[config.mk]
export PLATFORM = sky130hd
export DESIGN_NAME = rifl_tx_arbiter
export DESIGN_NICKNAME = d
export VERILOG_FILES = /design/src/rtl/rifl_tx_arbiter.sv
export SDC_FILE = /design/constraint.sdc
export NUM_CORES = 1
export LEC_CHECK = 0
export ABC_AREA = 1
export ABC_CLOCK_PERIOD_IN_PS = 2000
export CORE_AREA = 2 2 263 265
export DETAILED_ROUTE_END_ITERATION = 10
export DIE_AREA = 0 0 265 267
export GPL_TIMING_DRIVEN = 0
export PLACE_DENSITY = 0.35
export SETUP_SLACK_MARGIN = 0.5
export SLEW_MARGIN = 30
export SYNTH_ARGS = -nofsm -noshare
export SYNTH_HDL_FRONTEND = slang
export SYNTH_SLANG_ARGS = --single-unit
[constraint.sdc]
create_clock -name clk -period 2 [get_ports clk]
set_clock_uncertainty 0.1 [all_clocks]
set_input_delay 0.4 -clock clk [delete_from_list [all_inputs] [get_ports clk]]
set_output_delay 0.4 -clock clk [all_outputs]
set_load 0.05 [all_outputs]
[src/rtl/rifl_tx_arbiter.sv]
// Packet-granular round-robin arbiter merging NUM_SRC AXI4-Stream requesters
// onto one RIFL TX stream. Grant is held from first beat until the tlast handshake.
module rifl_tx_arbiter #(
    parameter int NUM_SRC   = 4,
    parameter int CNT_WIDTH = 32
) (
    input  logic                       clk,
    input  logic                       rst,
    input  logic                       tx_up,
    input  logic [NUM_SRC*112-1:0]     s_axis_tdata,
    input  logic [NUM_SRC*14-1:0]      s_axis_tkeep,
    input  logic [NUM_SRC-1:0]         s_axis_tlast,
    input  logic [NUM_SRC-1:0]         s_axis_tvalid,
    output logic [NUM_SRC-1:0]         s_axis_tready,
    output logic [111:0]               m_axis_tdata,
    output logic [13:0]                m_axis_tkeep,
    output logic                       m_axis_tlast,
    output logic                       m_axis_tvalid,
    input  logic                       m_axis_tready,
    output logic [$clog2(NUM_SRC)-1:0] grant_id,
    output logic                       grant_active,
    output logic [CNT_WIDTH-1:0]       pkt_cnt
);

    localparam int GW = $clog2(NUM_SRC);
    localparam int DW = 112;
    localparam int KW = 14;

    typedef enum logic [1:0] {IDLE, ARB, PASS} state_t;

    state_t               r_state;
    state_t               w_next;
    logic [GW-1:0]        r_grant;
    logic [GW-1:0]        r_last;
    logic [CNT_WIDTH-1:0] r_cnt;
    logic [GW-1:0]        w_sel;
    logic [GW-1:0]        w_idx;
    logic                 w_any;
    logic                 w_last_hs;

    // Round-robin search starting one past the last packet's owner, with wrap.
    always_comb begin
        w_sel = '0;
        w_idx = '0;
        w_any = 1'b0;
        for (int k = 1; k <= NUM_SRC; k++) begin
            w_idx = GW'((int'(r_last) + k) % NUM_SRC);
            if (!w_any && s_axis_tvalid[w_idx]) begin
                w_any = 1'b1;
                w_sel = w_idx;
            end
        end
    end

    // Output mux is purely combinational so reset blanks outputs in the same cycle.
    always_comb begin
        m_axis_tdata  = '0;
        m_axis_tkeep  = '0;
        m_axis_tlast  = 1'b0;
        m_axis_tvalid = 1'b0;
        s_axis_tready = '0;
        if (r_state == PASS) begin
            m_axis_tdata           = s_axis_tdata[32'(r_grant)*DW +: DW];
            m_axis_tkeep           = s_axis_tkeep[32'(r_grant)*KW +: KW];
            m_axis_tlast           = s_axis_tlast[r_grant];
            m_axis_tvalid          = s_axis_tvalid[r_grant];
            s_axis_tready[r_grant] = m_axis_tready;
        end
    end

    assign w_last_hs = m_axis_tvalid && m_axis_tready && m_axis_tlast;

    always_comb begin
        w_next = r_state;
        case (r_state)
            IDLE:    if (tx_up) w_next = ARB;
            ARB: begin
                if (!tx_up)     w_next = IDLE;
                else if (w_any) w_next = PASS;
            end
            // Link drop mid-packet is honoured only after the packet completes.
            PASS:    if (w_last_hs) w_next = tx_up ? ARB : IDLE;
            default: w_next = IDLE;
        endcase
    end

    always_ff @(posedge clk or posedge rst) begin
        if (rst) begin
            r_state <= IDLE;
            r_grant <= '0;
            r_last  <= GW'(NUM_SRC - 1);
            r_cnt   <= '0;
        end else begin
            r_state <= w_next;
            if (r_state == ARB && tx_up && w_any)
                r_grant <= w_sel;
            if (w_last_hs) begin
                r_last <= r_grant;
                r_cnt  <= r_cnt + CNT_WIDTH'(1);
            end
        end
    end

    assign grant_id     = r_grant;
    assign grant_active = (r_state == PASS);
    assign pkt_cnt      = r_cnt;

endmodule
==> flow_summary.ini <==
[sta]
fin_crit_ns = 2.661
hold_viol = 0
timing.hold.ws_ns = 0.4179
tightest_slew_ns = 0.5557
finalMaxSlewViolations = 0
maxSlewHeadroom_pct = 62.95
setup_viol = 164
setup_slack_ns = -0.6614
rsz0062_at_grt = yes
max_freq_ghz = 0.3757
min_period_over_period_pct = 133.1

[cts]
clk_pin_slew_ns = 0.06
tritoncts = done
hold_buffers = 0
ctsHtreeMaxLevel = 2
cts-root-buf = clkbuf_16
cts_made_buffers = 5
cts_buffer_depth = 2
worstSkewPairLatency_ns = 0.29
cts.sinks = 38

[floorplanning]
die_area_sq_um = 70760
pin_count = 683
rows = 96
die_x_um = 265
die_y_um = 267
start_util_pct = 8.190
core-area_sq_um = 67990

[drt]
routed_via_density = 4.034
drt_iter0_drc = 450
drc = 0
drtPass1Iterations = 5
wire_per_inst_um = 25.10
drt_wl_total_mm = 65.70
num_vias = 10560
antenna_left = 0

[worst_setup_path]
worstSetupStartpointType = flop
reg2reg_from = grant_id[0]$_DFFE_PP0P_
end_kind = primary output
critical_path_class = flop to primary output
cp_max_fo = 10
crit_start = grant_id[0]$_DFFE_PP0P_
worst-endpoint-required_ns = 1.50
critPathMostFrequentCell = buf_12
crit_buf_inv = 5
crit_family = buffers and inverters
cpPeakStageDelay_ns = 0.54
slowest_stage = dfrtp_4
path_cells = buf_6 -> nor2_4 -> buf_12 -> buf_12 -> buf_12 -> nand2_4 -> a31oi_4 -> buf_6
worstPathArrival_ns = 2.16

[final_layout]
stdcell_area_sq_um = 19170
drive_gt1_share_pct = 40.93
nNetsFinal = 2241
num-fill-cells = 7255
post-route-util_pct = 28.19
syn_to_final_growth_pct = 244.2

[synthesis]
muxShareOfSynthArea_pct = 0
synth_xor_area_share_pct = 2.989
syn_avg_cell_area_sq_um = 5.699
yosysUniqueCellTypes = 28
synth-edff-count = 0
netlist_area_sq_um = 5568
async_flop_share_pct = 100.0
synth_top_family_by_area = simple AND/OR/NAND/NOR gates
ys_seq_area_share_pct = 17.12
ys_seq_elements = 38
synth-main-ff-cell = dfrtp_1
yosysWarningCount = 0
synthesis.nets = 1494
synth_compound_area_share_pct = 33.71
syn_inst = 977
yosys.area_share.simple_pct = 36.97
synthAdderAreaFrac_pct = 0.2247

[run]
cap_violations = 0

[grt]
grt_max_degree = 39
grt_pass1_wl_mm = 85.01
grt_pass1_vias = 10750
grt_use_total_pct = 16.85
overflow = 0
antenna_found_initial = 35

[status]
violations = setup timing
outcome = complete, but fails checks

[power]
peakVddDrop_mv = 0.5056
p_total_mw = 21.11
p_leak_nw = 7.111
power.density_nw_per_um2 = 1101

[place]
place_area_sq_um = 17250
gp_congestion = 0.8466
dpl.hpwl_mm = 54.96
io_buffers = 682

[hold_path]
hold_path.class = input pin to asynchronous set/reset pin
==> worst paths after layout <==
kind / depth (start not counted) / endpoint / slack (ns)
hold reg to reg: 2 / pkt_cnt[9]$_DFFE_PP0P_ / 0.45
setup / recovery: 8 / m_axis_tdata[76] / -0.66
max in group asynchronous: 2 / pkt_cnt[11]$_DFFE_PP0P_ / 0.97
min in group clk: 2 / pkt_cnt[9]$_DFFE_PP0P_ / 0.45
hold / removal: 2 / grant_id[0]$_DFFE_PP0P_ / 0.42
setup reg to reg: 14 / pkt_cnt[9]$_DFFE_PP0P_ / -0.32
==> through the flow <==
stage | std cells | setup slack, ns | setup TNS [ns]
floorplan | 977 | -0.3747 | -20.03
global placement | 2541 | -1.623 | -203.79
detailed placement | 2541 | -1.377 | -143.52
CTS | 2555 | -0.6767 | -68.17
global route | 2615 | -0.7112 | -95.32
finish | 2617 | -0.6614 | -83.58
==> layout make-up <==
type                            count  area (sq um)  share of cell area [%]
Buffer                             78          1272                   6.639
Multi-Input combinational cell    822          7472                   38.99
Antenna cell                       10         25.02                  0.1306
Clock buffer                        6         128.9                  0.6724
Sequential cell                    38         997.2                   5.203
Inverter                           40         183.9                  0.9597
Timing Repair Buffer              739          7973                   41.60
Tap cell                          882          1104                   5.758
Clock inverter                      2         10.01                 0.05223
==> kinds of logic after synthesis <==
| logic type | count (synthesis) |
|---|---|
| and+or+nand+nor | 523 |
| DFF | 38 |
| adders and majority gates | 1 |
| buffers and inverters | 118 |
| AOI/OAI and AO/OA | 278 |
| xor gates and xnor gates | 19 |
==> power by group <==
part	leakage, nW	internal, mW	total [mW]	switching [mW]
sequential	0.457	0.915	1.10	0.186
clock	0.0707	0.460	0.813	0.354
combinational	6.58	8.05	19.2	11.1
total	7.11	9.42	21.1	11.7
==> cell usage after synthesis, types with 12 or more instances <==
master / number / area share (%)
inv_1: 37 / 2.5
a31oi_1: 126 / 14
buf_2: 22 / 2.0
a22oi_1: 128 / 17
nor2_1: 45 / 3.0
nand2_1: 433 / 29
o21ai_1: 12 / 1.1
nand3_1: 20 / 1.8
clkbuf_1: 42 / 2.8
nor3_1: 12 / 1.1
dfrtp_1: 36 / 16
xnor2_1: 12 / 1.9
==> worst reg2reg max path: stages, from the launching register on <==
cell and delay [ns]:
dfrtp_4 0.54, buf_6 0.15, nor2_4 0.16, buf_12 0.14, clkbuf_16 0.14, buf_8 0.11, nand2_4 0.05, nand4_4 0.07
buf_6 0.12, nand3_4 0.19, clkinv_8 0.17, buf_4 0.12, nand2_1 0.04, nand2_1 0.06, nand2_1 0.05
==> cell usage in the layout, fill, tap and decap left out, types with 39 or more instances in the layout <==
master           count
buf_8               64
a22oi_2             53
nand2_4            129
nand2_1            287
nor2_1              39
buf_6               93
clkdlybuf4s50_1    513
a31oi_4            126
buf_4               42
a22oi_1             75
==> state kept, by name, indices dropped and copies added (netlist names) <==
signal    count
pkt_cnt      32
r_last        2
grant_id      2
r_state       2
==> routing by layer <==
metal,share of wire (%),GRT usage [%],vias to the layer above
met5,0.30,0,-
met4,1.9,3.558,30
met1,37,18.35,5048
met2,52,31.55,448
met3,8.1,5.508,83
li1,-,-,4948
==> what timing repair did <==
item | in CTS | in global routing
pin swaps | 6 | 73
gates cloned | 1 | 14
setup endpoints to repair | 205 | 205
setup buffers | 5 | 38
gates resized for setup | 977 | 342
Power figures use the tool's default switching activity.
